--- src/rtl/soc_system_pio_pkg.sv ---
`default_nettype none
// ============================================================================
// Module   : soc_system_pio_pkg
// Purpose  : Register addresses and parameter encodings shared by the PIO blocks.
// Revision : 1.0
// ============================================================================
package soc_system_pio_pkg;

    localparam logic [2:0] ADDR_DATA     = 3'd0;
    localparam logic [2:0] ADDR_IRQ_MASK = 3'd2;
    localparam logic [2:0] ADDR_EDGE_CAP = 3'd3;

    localparam int EDGE_RISE = 0;
    localparam int EDGE_FALL = 1;
    localparam int EDGE_ANY  = 2;

    localparam int IRQ_LEVEL = 0;
    localparam int IRQ_EDGE  = 1;

endpackage
`default_nettype wire

--- src/rtl/soc_system_cam_status_in_if.sv ---
`default_nettype none
// ============================================================================
// Module   : soc_system_cam_status_in_if
// Purpose  : Avalon-MM slave bus bundle for the camera status input PIO.
// Revision : 1.0
// ============================================================================
interface soc_system_cam_status_in_if;

    logic [2:0]  address;
    logic        chipselect;
    logic        write_n;
    logic [31:0] writedata;
    logic [31:0] readdata;
    logic        irq;

    modport master (
        output address, chipselect, write_n, writedata,
        input  readdata, irq
    );

    modport slave (
        input  address, chipselect, write_n, writedata,
        output readdata, irq
    );

endinterface
`default_nettype wire

--- src/rtl/soc_system_pio_in_sync_filter.sv ---
`default_nettype none
// ============================================================================
// Module   : soc_system_pio_in_sync_filter
// Purpose  : Two-flop synchronizer per bit with optional glitch filter
//            (CAM_IN_GLITCH_FILTER_EN) producing the clean input level.
// Revision : 1.0
// ============================================================================
module soc_system_pio_in_sync_filter #(
    parameter int WIDTH         = 8,
    parameter int FILTER_CYCLES = 4
) (
    input  wire logic             clk,
    input  wire logic             reset_n,
    input  wire logic [WIDTH-1:0] i_async,
    output logic      [WIDTH-1:0] o_level
);

    if (WIDTH < 1 || WIDTH > 32) begin : g_bad_width
        $error("soc_system_pio_in_sync_filter: WIDTH out of range 1..32");
    end
    if (FILTER_CYCLES < 2 || FILTER_CYCLES > 255) begin : g_bad_filter
        $error("soc_system_pio_in_sync_filter: FILTER_CYCLES out of range 2..255");
    end

    logic [WIDTH-1:0] r_sync1;
    logic [WIDTH-1:0] r_sync2;

    always_ff @(posedge clk or negedge reset_n) begin
        if (!reset_n) begin
            r_sync1 <= '0;
            r_sync2 <= '0;
        end else begin
            r_sync1 <= i_async;
            r_sync2 <= r_sync1;
        end
    end

`ifdef CAM_IN_GLITCH_FILTER_EN
    // Each bit follows sync2 only after FILTER_CYCLES consecutive disagreeing samples.
    for (genvar i = 0; i < WIDTH; i++) begin : g_bit
        logic [7:0] r_cnt;
        logic       r_filt;

        always_ff @(posedge clk or negedge reset_n) begin
            if (!reset_n) begin
                r_cnt  <= '0;
                r_filt <= 1'b0;
            end else if (r_sync2[i] == r_filt) begin
                r_cnt <= '0;
            end else if (r_cnt == 8'(FILTER_CYCLES - 1)) begin
                r_filt <= r_sync2[i];
                r_cnt  <= '0;
            end else begin
                r_cnt <= r_cnt + 8'd1;
            end
        end

        assign o_level[i] = r_filt;
    end
`else
    assign o_level = r_sync2;
`endif

endmodule
`default_nettype wire

--- src/rtl/soc_system_cam_status_in.sv ---
`default_nettype none
// ============================================================================
// Module   : soc_system_cam_status_in
// Purpose  : Avalon-MM input PIO for camera status lines with edge capture and
//            IRQ; optional glitch filter enabled by CAM_IN_GLITCH_FILTER_EN.
// Revision : 1.0
// ============================================================================
module soc_system_cam_status_in
    import soc_system_pio_pkg::*;
#(
    parameter int WIDTH         = 8,
    parameter int EDGE_TYPE     = 0,
    parameter int IRQ_MODE      = 1,
    parameter int FILTER_CYCLES = 4
) (
    input  wire logic                   clk,
    input  wire logic                   reset_n,
    soc_system_cam_status_in_if.slave   avs,
    input  wire logic [WIDTH-1:0]       in_port
);

    logic [WIDTH-1:0] w_level;
    logic [WIDTH-1:0] w_edge;
    logic [WIDTH-1:0] w_clr;
    logic [WIDTH-1:0] r_prev;
    logic [WIDTH-1:0] r_edge_cap;
    logic [WIDTH-1:0] r_irq_mask;
    logic [31:0]      w_rd_mux;
    logic [31:0]      r_readdata;
    logic             w_wr;
    logic             w_unused;

    assign w_unused = &{1'b0, avs.writedata};

    soc_system_pio_in_sync_filter #(
        .WIDTH         (WIDTH),
        .FILTER_CYCLES (FILTER_CYCLES)
    ) u_sync (
        .clk     (clk),
        .reset_n (reset_n),
        .i_async (in_port),
        .o_level (w_level)
    );

    assign w_wr = avs.chipselect & ~avs.write_n;

    if (EDGE_TYPE == EDGE_FALL) begin : g_edge_fall
        assign w_edge = ~w_level & r_prev;
    end else if (EDGE_TYPE == EDGE_ANY) begin : g_edge_any
        assign w_edge = w_level ^ r_prev;
    end else begin : g_edge_rise
        assign w_edge = w_level & ~r_prev;
    end

    assign w_clr = (w_wr && avs.address == ADDR_EDGE_CAP) ? avs.writedata[WIDTH-1:0] : '0;

    always_comb begin
        w_rd_mux = '0;
        case (avs.address)
            ADDR_DATA:     w_rd_mux = 32'(w_level);
            ADDR_IRQ_MASK: w_rd_mux = 32'(r_irq_mask);
            ADDR_EDGE_CAP: w_rd_mux = 32'(r_edge_cap);
            default:       w_rd_mux = '0;
        endcase
    end

    // A new edge is OR-ed in after the clear so a coincident set survives.
    always_ff @(posedge clk or negedge reset_n) begin
        if (!reset_n) begin
            r_prev     <= '0;
            r_edge_cap <= '0;
            r_irq_mask <= '0;
            r_readdata <= '0;
        end else begin
            r_prev     <= w_level;
            r_edge_cap <= (r_edge_cap & ~w_clr) | w_edge;
            r_readdata <= w_rd_mux;
            if (w_wr && avs.address == ADDR_IRQ_MASK) begin
                r_irq_mask <= avs.writedata[WIDTH-1:0];
            end
        end
    end

    assign avs.readdata = r_readdata;

    if (IRQ_MODE == IRQ_LEVEL) begin : g_irq_level
        assign avs.irq = |(w_level & r_irq_mask);
    end else begin : g_irq_edge
        assign avs.irq = |(r_edge_cap & r_irq_mask);
    end

endmodule
`default_nettype wire
--- src/flat_wrapper.sv ---
// flat-port wrapper written by rule: the top's interface ports become plain ports
module soc_system_cam_status_in_flat import soc_system_pio_pkg::*;
#(
    parameter int WIDTH         = 8,
    parameter int EDGE_TYPE     = 0,
    parameter int IRQ_MODE      = 1,
    parameter int FILTER_CYCLES = 4
)
  (clk, reset_n, in_port, avs_address, avs_chipselect, avs_write_n, avs_writedata, avs_readdata, avs_irq);
  soc_system_cam_status_in_if avs_i ();
  input  wire logic clk;
  input  wire logic reset_n;
  input  wire logic [WIDTH-1:0] in_port;
  input wire logic [$bits(avs_i.address)-1:0] avs_address;
  input wire logic [$bits(avs_i.chipselect)-1:0] avs_chipselect;
  input wire logic [$bits(avs_i.write_n)-1:0] avs_write_n;
  input wire logic [$bits(avs_i.writedata)-1:0] avs_writedata;
  output wire logic [$bits(avs_i.readdata)-1:0] avs_readdata;
  output wire logic [$bits(avs_i.irq)-1:0] avs_irq;
  assign avs_i.address = avs_address;
  assign avs_i.chipselect = avs_chipselect;
  assign avs_i.write_n = avs_write_n;
  assign avs_i.writedata = avs_writedata;
  assign avs_readdata = avs_i.readdata;
  assign avs_irq = avs_i.irq;
  soc_system_cam_status_in #(.WIDTH(WIDTH), .EDGE_TYPE(EDGE_TYPE), .IRQ_MODE(IRQ_MODE), .FILTER_CYCLES(FILTER_CYCLES)) u_core (.clk(clk), .reset_n(reset_n), .avs(avs_i), .in_port(in_port));
endmodule
--- config.mk ---
export PLATFORM = sky130hd
export DESIGN_NAME = soc_system_cam_status_in_flat
export DESIGN_NICKNAME = d
export VERILOG_FILES = /design/src/rtl/soc_system_pio_pkg.sv /design/src/rtl/soc_system_cam_status_in_if.sv /design/src/rtl/soc_system_pio_in_sync_filter.sv /design/src/rtl/soc_system_cam_status_in.sv /design/src/flat_wrapper.sv
export SDC_FILE = /design/constraint.sdc
export NUM_CORES = 1
export LEC_CHECK = 0
export BUFFER_PORTS_ARGS = -buffer_cell sky130_fd_sc_hd__buf_4
export CAP_MARGIN = 20
export CELL_PAD_IN_SITES_DETAIL_PLACEMENT = 1
export CELL_PAD_IN_SITES_GLOBAL_PLACEMENT = 1
export CORE_MARGIN = 1.5
export CORE_UTILIZATION = 33
export CTS_CLUSTER_DIAMETER = 60
export CTS_CLUSTER_SIZE = 28
export DETAILED_ROUTE_END_ITERATION = 6
export PLACE_DENSITY = 0.86
export SYNTH_ARGS = -nofsm -noshare
export SYNTH_HDL_FRONTEND = slang
export SYNTH_SLANG_ARGS = --single-unit
--- constraint.sdc ---
create_clock -name clk -period 0.91 [get_ports clk]
set_input_delay 0.1365 -clock clk [delete_from_list [all_inputs] [get_ports clk]]
set_output_delay 0.1365 -clock clk [all_outputs]
set_load 0.05 [all_outputs]
==> impl_metrics.env, run 1 <==
export IMPL_vdd_ir_drop_worst_mv=0.760
export IMPL_timing_final_max_slew_violations=0
export IMPL_synth_area_leader_cell="sky130_fd_sc_hd__dfrtp_1"
export IMPL_dr_first_iter_drc_count=39
export IMPL_cts_root_buf="sky130_fd_sc_hd__clkbuf_8"
export IMPL_hpwl_reported_at_the_end_of_detailed_placement_um=2660
export IMPL_global_route_overflow_total=0
export IMPL_netlist_cell_type_count=14
export IMPL_design_core_area_um2=5570
export IMPL_synth_ff_latch_count=48
export IMPL_max_stage_delay_ns=0.40
export IMPL_crit_arrival_ns=1.26
export IMPL_clock_skew_ns=0.00257
export IMPL_first_pass_iters=4
export IMPL_cap_violations=0
export IMPL_power_static_leakage_uw=0.00122
export IMPL_placement_setup_worst_slack_ns=-0.431
export IMPL_insertion_delay_ns=0.29
export IMPL_fp_dieW_um=79.3
export IMPL_antenna_cells_inserted=0
export IMPL_antenna_found_initial=0
export IMPL_grt_start_max_net_pins=25
export IMPL_num_vias=1228
export IMPL_overall_die_area_um2=6290
export IMPL_critical_path_cell_by_cell="a22oi_2 -> nand4_1 -> buf_6"
export IMPL_p_total_uw=5190
export IMPL_gp_congestion=0.805
export IMPL_final_area_um2=2580
export IMPL_cts_htree_levels=2
export IMPL_ff_latch_area_um2=1200
export IMPL_critical_path_peak_fanout=2
export IMPL_cell_type_group_with_the_largest_total_delay_on_the_critical_path="flip-flops"
export IMPL_wire_per_inst_um=14.7
export IMPL_hold_path_class="primary input to register"
export IMPL_grtUsageTotal_pct=13.9
export IMPL_layout_setup_ws_ns=-0.482
export IMPL_first_pass_grt_wire_length_um=6400
export IMPL_clkTransAtPathRegs_ns=0.09
export IMPL_initial_core_utilization_pct=34.5
export IMPL_setup_tns_ns=-1.97
export IMPL_timing_fmax_ghz=0.719
export IMPL_share_of_final_layout_standard_cells_stronger_than_drive_strength_1_pct=39.1
export IMPL_multi_input_area_um2=669
export IMPL_cpMaxStageDelayCell="sky130_fd_sc_hd__dfrtp_1"
export IMPL_cts_root_to_sink_buffers=2
export IMPL_antenna_nets_post_route=0
export IMPL_worstPathBufferInverterCount=1
export IMPL_data_required_time_of_the_critical_path_ns=0.77
export IMPL_tritoncts="built"
export IMPL_top_area_cell_type_share_of_the_netlist_area_pct=62.5
export IMPL_finalHoldViolCount=0
export IMPL_mappedNetlistArea_um2=1920
export IMPL_postSynthCellCount=150
export IMPL_crit_type="register to primary output"
export IMPL_portBuffers=31
export IMPL_route_detailed_vias_per_inst=4.48
export IMPL_syn_avg_cell_area_um2=12.8
export IMPL_grt_pass1_vias=1267
export IMPL_synthTopCellsByArea="sky130_fd_sc_hd__dfrtp_1, sky130_fd_sc_hd__buf_4, sky130_fd_sc_hd__mux2_2, sky130_fd_sc_hd__a22oi_1, sky130_fd_sc_hd__o21ai_0"
export IMPL_top_level_ports=80
export IMPL_cts_num_sinks=48
export IMPL_yosysWarningCount=0
export IMPL_outcome="finished with violations"
export IMPL_p_per_area_nw_per_um2=2010
export IMPL_final_min_clock_period_ns=1.39
export IMPL_nNetsFinal=248
export IMPL_std_cell_rows=27
export IMPL_finalSetupViolCount=18
export IMPL_postPlaceCellArea_um2=2190
export IMPL_die_h_um=79.3
export IMPL_timing_critical_path_from_type="register"
export IMPL_rsz0062_at_grt="true"
export IMPL_area_growth_synth_to_final_pct=34.3
export IMPL_yosysSeqAreaShare_pct=62.5
export IMPL_cp_end_kind="primary output"
export IMPL_fillCellCount=597
export IMPL_post_route_period_util_pct=153
export IMPL_cts_made_buffers=5
export IMPL_wirelength_um=4030
export IMPL_violations="setup timing"
export IMPL_drcViolationCount=0
[final cells by class]
cell class | count | area share, %
Sequential cell | 48 | 46.5
Clock buffer | 7 | 3.73
Multi-Input combinational cell | 88 | 25.9
Timing Repair Buffer | 50 | 18.0
Tap cell | 72 | 3.49
Clock inverter | 1 | 1.16
Inverter | 8 | 1.16
[cell usage in the layout, fill, tap and decap left out, drive strengths merged]
master / synthesis / final
clkbuf: 0 / 7
a22oi: 12 / 12
inv: 8 / 8
nand4bb: 1 / 1
dfrtp: 48 / 48
nand4: 1 / 1
mux2: 16 / 16
dlygate4sd3: 0 / 9
buf: 29 / 41
o21ai: 16 / 16
bufinv: 0 / 1
nor2: 10 / 10
nand2: 8 / 8
conb: 1 / 24
[synth_stat cells (all sizes together)]
master,instances
dfrtp,48
buf,29
mux2,16
o21ai,16
a22oi,12
nor2,10
inv,8
nand2,8
conb,1
nand4,1
nand4bb,1
[cells by family after synthesis]
family          after synthesis  share of synthesized area (%)
compound gates               28                           8.85
buf+inv                      37                           13.7
flops                        48                           62.5
mux                          16                           9.37
other cells                   1                          0.195
simple gates                 20                           5.40
[state kept, by name, indices dropped and copies added, names as in the netlist]
name / cells
u_core.avs.readdata: 8
u_core.r_edge_cap: 8
u_core.r_irq_mask: 8
u_core.r_prev: 8
u_core.u_sync.o_level: 8
u_core.u_sync.r_sync1: 8
[per-layer routing]
metal  GRT usage [%]  routed length [µm]  up-vias
met5               0                   0        -
met3            3.45                 227        6
met2            23.2                1980       47
met4            4.39                  61        0
li1                -                   -      556
met1            17.7                1760      619
[through the flow]
step                      cells  hold slack [ns]  utilization (%)
after floorplan             173           -0.159                -
after global placement      254           0.0625             39.2
after detailed placement    254           0.0640             39.2
after CTS                   273           0.0712             45.5
after global routing        274           0.0696             46.3
final                       274           0.0799             46.3
[worst paths after layout]
check / start / end / slack [ns] / cells after the start
max: u_core.r_irq_mask[6] / avs_irq / -0.48 / 3
min: avs_writedata[3] / u_core.r_irq_mask[3] / 0.08 / 2
max reg2reg: u_core.r_irq_mask[6] / u_core.avs.readdata[6] / -0.32 / 5
min reg2reg: u_core.u_sync.r_sync1[2] / u_core.u_sync.o_level[2] / 0.35 / 0
max in group asynchronous: reset_n / u_core.u_sync.o_level[3] / 0.25 / 3
min in group asynchronous: reset_n / u_core.r_prev[2] / 0.29 / 2
[timing repair]
action | 4_1_cts | 5_1_grt
hold buffers | 9 | 0
setup buffers | 2 | 1
hold endpoints to repair | 30 | 0
gates resized for setup | 27 | 8
pin swaps | 4 | 2
setup endpoints to repair | 33 | 22
[power by group]
group          leakage [µW]  internal (µW)  total, µW  switching (µW)
registers          0.000555           2310       2440             129
logic              0.000596            498       1100             598
clock network     0.0000645            970       1660             689
Note: power is estimated with default switching activity, not from simulation.
==> run 2: changes to the inputs <==
- PLACE_DENSITY: 0.86 -> 0.85
- REMOVE_ABC_BUFFERS: not set -> 1
- SLEW_MARGIN: not set -> 40
- SYNTH_HIERARCHICAL: not set -> 1
==> impl_metrics.env, run 2 <==
export IMPL_initial_core_utilization_pct=34.9
export IMPL_critical_path_cell_by_cell="a22oi_2 -> nand4_1 -> buf_6"
export IMPL_cts_made_buffers=5
export IMPL_violations="setup timing"
export IMPL_cts_root_buf="sky130_fd_sc_hd__clkbuf_8"
export IMPL_cpMaxStageDelayCell="sky130_fd_sc_hd__dfrtp_1"
export IMPL_layout_setup_ws_ns=-0.481
export IMPL_tritoncts="built"
export IMPL_antenna_found_initial=0
export IMPL_yosysWarningCount=6
export IMPL_design_core_area_um2=5640
export IMPL_insertion_delay_ns=0.30
export IMPL_postSynthCellCount=160
export IMPL_cap_violations=0
export IMPL_yosys_mux_area_fraction_pct=10.2
export IMPL_post_route_period_util_pct=153
export IMPL_async_reset_ff_share_pct=100
export IMPL_nNetsFinal=268
export IMPL_drcViolationCount=0
export IMPL_mappedNetlistArea_um2=1970
export IMPL_hold_depth=2
export IMPL_power_static_leakage_uw=0.00128
export IMPL_clkTransAtPathRegs_ns=0.09
export IMPL_grt_start_max_net_pins=49
export IMPL_synth_area_leader_cell="sky130_fd_sc_hd__dfrtp_1"
export IMPL_top_level_ports=80
export IMPL_final_min_clock_period_ns=1.39
export IMPL_portBuffers=31
export IMPL_std_cell_rows=27
export IMPL_hpwl_reported_at_the_end_of_detailed_placement_um=2780
export IMPL_outcome="finished with violations"
export IMPL_syn_avg_cell_area_um2=12.3
export IMPL_antenna_nets_post_route=0
export IMPL_data_required_time_of_the_critical_path_ns=0.77
export IMPL_netlist_cell_type_count=17
export IMPL_p_total_uw=5140
export IMPL_wire_per_inst_um=13.8
export IMPL_timing_critical_path_from_type="register"
export IMPL_share_of_final_layout_standard_cells_stronger_than_drive_strength_1_pct=42.8
export IMPL_clock_skew_ns=0.00523
export IMPL_p_per_area_nw_per_um2=1910
export IMPL_synth_commonest_cells="sky130_fd_sc_hd__dfrtp_1, sky130_fd_sc_hd__buf_4, sky130_fd_sc_hd__o21ai_0"
export IMPL_hold_path_class="primary input to register"
export IMPL_grtUsageTotal_pct=14.2
export IMPL_antenna_cells_inserted=0
export IMPL_count_of_flip_flops_with_a_built_in_enable_after_synthesis=0
export IMPL_finalSetupViolCount=25
export IMPL_dr_first_iter_drc_count=49
export IMPL_crit_type="register to primary output"
export IMPL_crit_arrival_ns=1.25
export IMPL_die_h_um=80.3
export IMPL_cts_htree_levels=2
export IMPL_fp_dieW_um=80.3
export IMPL_first_pass_grt_wire_length_um=6710
export IMPL_wirelength_um=4060
export IMPL_finalHoldViolCount=0
export IMPL_synth_adder_area_share_pct=0
export IMPL_worst_r2r_cell_count=4
export IMPL_vdd_ir_drop_worst_mv=0.815
export IMPL_gp_congestion=0.790
export IMPL_critical_path_peak_fanout=2
export IMPL_placement_setup_worst_slack_ns=-0.705
export IMPL_utilization_pct=47.6
export IMPL_max_stage_delay_ns=0.41
export IMPL_cp_end_kind="primary output"
export IMPL_share_of_the_synthesized_area_in_compound_gates_ao_oa_aoi_oai_pct=7.62
export IMPL_yosysSeqAreaShare_pct=61.0
export IMPL_layout_commonest_cell="sky130_fd_sc_hd__dfrtp_1"
export IMPL_synth_ff_latch_count=48
export IMPL_top_area_cell_type_share_of_the_netlist_area_pct=61.0
export IMPL_synth_most_common_cell="sky130_fd_sc_hd__dfrtp_1"
export IMPL_grt_pass1_vias=1388
export IMPL_main_combinational_cell_family_by_area_after_synthesis="buffers and inverters"
export IMPL_route_detailed_vias_per_inst=4.46
export IMPL_synthTopCellsByArea="sky130_fd_sc_hd__dfrtp_1, sky130_fd_sc_hd__buf_4, sky130_fd_sc_hd__mux2_4, sky130_fd_sc_hd__mux2i_1, sky130_fd_sc_hd__o21ai_0"
export IMPL_rsz0062_at_grt="true"
export IMPL_postSynth_topFlopCell="sky130_fd_sc_hd__dfrtp_1"
export IMPL_cts_root_to_sink_buffers=2
export IMPL_area_growth_synth_to_final_pct=36.4
export IMPL_timing_final_max_slew_violations=0
export IMPL_xor_xnor_cell_area_share_of_the_yosys_netlist_pct=0
export IMPL_first_pass_iters=4
export IMPL_most_used_cells_in_the_layout_excluding_fill_and_tap_cells="sky130_fd_sc_hd__dfrtp_1, sky130_fd_sc_hd__buf_4, sky130_fd_sc_hd__conb_1"
export IMPL_overall_die_area_um2=6440
export IMPL_cts_num_sinks=48
export IMPL_num_vias=1310
export IMPL_timing_fmax_ghz=0.719
export IMPL_global_route_overflow_total=0
export IMPL_synth_simple_gate_area_share_pct=7.88
==> run 2: cell count changes after synthesis, sizes merged, moves of 2 or more <==
cell / previous run / this run
nor2: 10 / 0
a21oi: 0 / 8
a22oi: 12 / 4
mux2: 16 / 8
mux2i: 0 / 8
nand3: 0 / 8
or2: 0 / 8
clkbuf: 0 / 4
buf: 29 / 27
or3b: 0 / 2
==> run 2: cell type report <==
type	instances	area (µm²)
fillers	594	2960
flip-flops and latches	48	1200
multi-input cells	96	684
repair buffers	62	573
well taps	72	90.1
clock buffers	6	72.6
clock inverters	2	35.0
inverters	8	30.0
==> run 2: metrics by stage <==
step | std cells | instance area [µm²] | setup TNS, ns | hold WS [ns]
2_1_floorplan | 152 | 1830 | -4.73 | -0.159
3_3_place_gp | 273 | 2310 | -8.82 | 0.124
3_5_place_dp | 273 | 2310 | -9.38 | 0.128
4_1_cts | 293 | 2640 | -4.19 | 0.0572
5_1_grt | 294 | 2690 | -4.81 | 0.0586
6_report | 294 | 2690 | -4.08 | 0.0741
==> run 2: worst max-delay path, delay by kind of cell, from the launching register on <==
family / cells / cell delay [ns]
and+or+nand+nor: 1 / 0.14
AOI/OAI and AO/OA: 1 / 0.21
DFF: 1 / 0.41
buffers and inverters: 1 / 0.18
==> run 2: power by group <==
group          internal, µW  total, µW  switching [µW]
registers              2310       2430             124
logic                   582       1210             631
clock network           815       1500             683
total                  3700       5140            1440
==> run 2: routing by layer <==
metal,global-route usage (%),wire length (µm),vias to the layer above
met3,4.55,217,6
li1,-,-,606
met5,0,0,-
met2,23.4,2040,41
met4,5.69,75,0
met1,17.2,1730,657
==> run 2: kinds of logic (layout without fill, tap and decap cells) <==
group | after synthesis | in the layout
flops | 48 | 48
buf+inv | 39 | 78
compound gates | 28 | 28
simple gates | 28 | 28
mux | 16 | 16
other cells | 1 | 24
==> run 2: what timing repair did <==
item,CTS,global route
gates resized for setup,41,15
pin swaps,10,6
endpoints found under the hold margin,56,0
endpoints found under the setup margin,25,31
hold buffers,9,0
setup buffers,5,5
==> run 2: final timing paths <==
check                                    startpoint                       end  slack (ns)
min in group asynchronous                   reset_n          u_core/r_prev[3]        0.34
setup / recovery               u_core/r_irq_mask[3]                   avs_irq       -0.48
hold reg to reg            u_core/u_sync/r_sync1[7]  u_core/u_sync/o_level[7]        0.35
max in group asynchronous                   reset_n  u_core/u_sync/o_level[6]        0.35
setup reg to reg               u_core/r_irq_mask[3]    u_core/avs.readdata[3]       -0.11
hold / removal                     avs_writedata[3]      u_core/r_irq_mask[3]        0.07
==> run 3: changes to the inputs <==
- ABC_AREA: not set -> 1
- CORE_UTILIZATION: 33 -> 31
- PLACE_DENSITY: 0.85 -> 0.84
==> impl_metrics.env, run 3 <==
export IMPL_outcome="finished with violations"
export IMPL_violations="setup timing"
export IMPL_global_route_overflow_total=0
export IMPL_cts_made_buffers=5
export IMPL_worstReg2RegStart="u_core/r_irq_mask[7]"
export IMPL_finalSetupViolCount=9
export IMPL_portBuffers=31
export IMPL_crit_type="register to primary output"
export IMPL_cap_violations=0
export IMPL_count_of_flip_flops_with_a_built_in_enable_after_synthesis=0
export IMPL_net_switching_component_of_the_power_uw=1440
export IMPL_grt_start_max_net_pins=25
export IMPL_num_vias=1468
export IMPL_p_total_uw=4950
export IMPL_max_stage_delay_ns=0.40
export IMPL_postPlaceCellArea_um2=2360
export IMPL_drcViolationCount=0
export IMPL_fillCellCount=688
export IMPL_dr_first_iter_drc_count=48
export IMPL_antenna_cells_inserted=0
export IMPL_worstSetupEndpoint="avs_irq"
export IMPL_seq_power_share_pct=48.2
export IMPL_finalHoldViolCount=0
export IMPL_timing_final_max_slew_violations=0
export IMPL_cp_end_kind="primary output"
export IMPL_first_pass_iters=4
export IMPL_final_min_clock_period_ns=1.38
export IMPL_clkTransAtPathRegs_ns=0.08
export IMPL_timing_reg2reg_setup_slack_ns=0.10
export IMPL_crit_arrival_ns=1.24
export IMPL_syn_avg_cell_area_um2=10.1
export IMPL_first_pass_grt_wire_length_um=6980
export IMPL_top_level_ports=80
export IMPL_hold_path_class="primary input to register"
export IMPL_postSynthCellCount=193
export IMPL_fp_dieW_um=82.2
export IMPL_route_detailed_vias_per_inst=4.34
export IMPL_initial_core_utilization_pct=32.5
export IMPL_insertion_delay_ns=0.30
export IMPL_layout_setup_ws_ns=-0.471
export IMPL_cts_num_sinks=48
export IMPL_timing_critical_path_from_type="register"
export IMPL_critical_path_cell_by_cell="nand2_1 -> nand2_1 -> nor2_2 -> nand3_2 -> buf_6"
export IMPL_share_of_final_layout_standard_cells_stronger_than_drive_strength_1_pct=30.0
export IMPL_clock_skew_ns=0.00700
export IMPL_layout_commonest_cell="sky130_fd_sc_hd__nand2_1"
export IMPL_cpMaxStageDelayCell="sky130_fd_sc_hd__dfrtp_1"
export IMPL_synth_area_leader_cell="sky130_fd_sc_hd__dfrtp_1"
export IMPL_yosysWarningCount=6
export IMPL_power_static_leakage_uw=0.00134
export IMPL_wirelength_um=4310
export IMPL_antenna_nets_post_route=0
export IMPL_cell_type_group_with_the_largest_total_delay_on_the_critical_path="flip-flops"
export IMPL_crit_path_cell_count=5
export IMPL_final_area_um2=2620
export IMPL_synth_commonest_cells="sky130_fd_sc_hd__nand2_1, sky130_fd_sc_hd__dfrtp_1, sky130_fd_sc_hd__nand3_1, sky130_fd_sc_hd__buf_4, sky130_fd_sc_hd__inv_1"
export IMPL_cts_root_to_sink_buffers=2
export IMPL_synthTopCellsByArea="sky130_fd_sc_hd__dfrtp_1, sky130_fd_sc_hd__nand2_1, sky130_fd_sc_hd__buf_4, sky130_fd_sc_hd__nand3_1, sky130_fd_sc_hd__inv_1"
export IMPL_die_h_um=82.2
export IMPL_yosysSeqAreaShare_pct=61.7
export IMPL_top_area_cell_type_share_of_the_netlist_area_pct=61.7
export IMPL_p_per_area_nw_per_um2=1890
export IMPL_most_used_cells_in_the_layout_excluding_fill_and_tap_cells="sky130_fd_sc_hd__nand2_1, sky130_fd_sc_hd__dfrtp_1, sky130_fd_sc_hd__buf_4"
export IMPL_combinationalPowerShare_pct=21.7
export IMPL_post_route_period_util_pct=152
export IMPL_switching_share_pct=29.1
export IMPL_data_required_time_of_the_critical_path_ns=0.77
export IMPL_mappedNetlistArea_um2=1950
export IMPL_async_reset_ff_share_pct=100
export IMPL_worst_r2r_cell_count=3
export IMPL_overall_die_area_um2=6760
export IMPL_crit_top_cell="sky130_fd_sc_hd__nand2_1"
export IMPL_synth_ff_latch_count=48
export IMPL_grt_pass1_vias=1505
export IMPL_regToRegEndpoint="u_core/avs.readdata[7]"
export IMPL_synth_most_common_cell="sky130_fd_sc_hd__nand2_1"
export IMPL_postSynth_topFlopCell="sky130_fd_sc_hd__dfrtp_1"
export IMPL_internal_power_uw=3510
export IMPL_tritoncts="built"
export IMPL_gp_congestion=0.837
export IMPL_rsz0062_at_grt="true"
export IMPL_clkPwrFrac_pct=30.2
export IMPL_area_growth_synth_to_final_pct=34.5
export IMPL_nNetsFinal=309
export IMPL_wire_per_inst_um=12.8
export IMPL_hpwl_reported_at_the_end_of_detailed_placement_um=3110
export IMPL_std_cell_rows=28
export IMPL_design_core_area_um2=5990
export IMPL_setup_worst_path_start="u_core/r_edge_cap[2]"
export IMPL_antenna_found_initial=0
export IMPL_grtUsageTotal_pct=14.6
export IMPL_critical_path_peak_fanout=2
export IMPL_timing_fmax_ghz=0.724
export IMPL_worstPathBufferInverterCount=1
export IMPL_vdd_ir_drop_worst_mv=0.759
export IMPL_cts_htree_levels=2
export IMPL_netlist_cell_type_count=16
export IMPL_cts_root_buf="sky130_fd_sc_hd__clkbuf_8"
export IMPL_hold_worst_slack_ns=0.0646
## run 3: how the worst min path moves through the flow
stage	start	endpoint	cells after the start
2_1_floorplan	reset_n	u_core/avs.readdata[0]	0
5_1_grt	avs_writedata[2]	u_core/r_irq_mask[2]	3
3_3_place_gp	reset_n	u_core/r_irq_mask[4]	1
6_report	avs_writedata[1]	u_core/r_irq_mask[1]	3
3_5_place_dp	reset_n	u_core/r_irq_mask[4]	1
4_1_cts	avs_writedata[1]	u_core/r_irq_mask[1]	3
## run 3: worst register-to-register path: cells and delay by family, from the launching register on
kind / cells / cell delay (ns)
buf+inv: 1 / 0.14
flops: 1 / 0.38
simple gates: 2 / 0.17
## run 3: layout make-up
cell class	instances	area [µm²]	area share, %
clock buffer	6	72.6	2.77
clock inverter	2	35.0	1.34
inverter	9	33.8	1.29
multi-input combinational	132	614	23.5
sequential	48	1200	45.9
tap	75	93.8	3.58
timing repair buffer	66	568	21.7
## run 3: what timing repair did
item / in CTS / in global routing
setup endpoints to repair: 9 / 11
hold buffers: 9 / 0
pin swaps: 2 / 4
gates resized for setup: 9 / 7
hold endpoints to repair: 56 / 0
buffers inserted: 2 / 2
## run 3: routing by layer
layer,vias up,GRT usage (%),routed length (µm)
met1,721,16.0,1770
met5,-,0,0
met2,46,26.3,2240
met4,0,6.10,74
met3,7,3.96,226
li1,694,-,-
## run 3: logic make-up after synthesis
family          count (synthesis)  share of synthesized area, %
compound gates                  1                         0.257
other cells                     1                         0.193
simple gates                  107                          25.5
flops                          48                          61.7
buf+inv                        36                          12.4
## run 3: power by group through the flow
stage               Clock (µW)  Sequential [µW]  Combinational [µW]
finish                    1490             2380                1070
global route              1650             2400                1160
CTS                       1580             2380                1060
detailed placement           0             2420                 981
global placement             0             2410                 958
floorplan                    0             2510                 453
## run 3: metrics by stage
stage	utilization [%]	setup slack, ns	instances	setup TNS, ns
2_1_floorplan	-	-0.194	189	-1.33
3_3_place_gp	39.4	-0.116	321	-0.221
3_5_place_dp	39.4	-0.151	321	-0.617
4_1_cts	43.5	-0.486	340	-1.11
5_1_grt	43.7	-0.568	338	-1.34
6_report	43.7	-0.471	338	-0.949
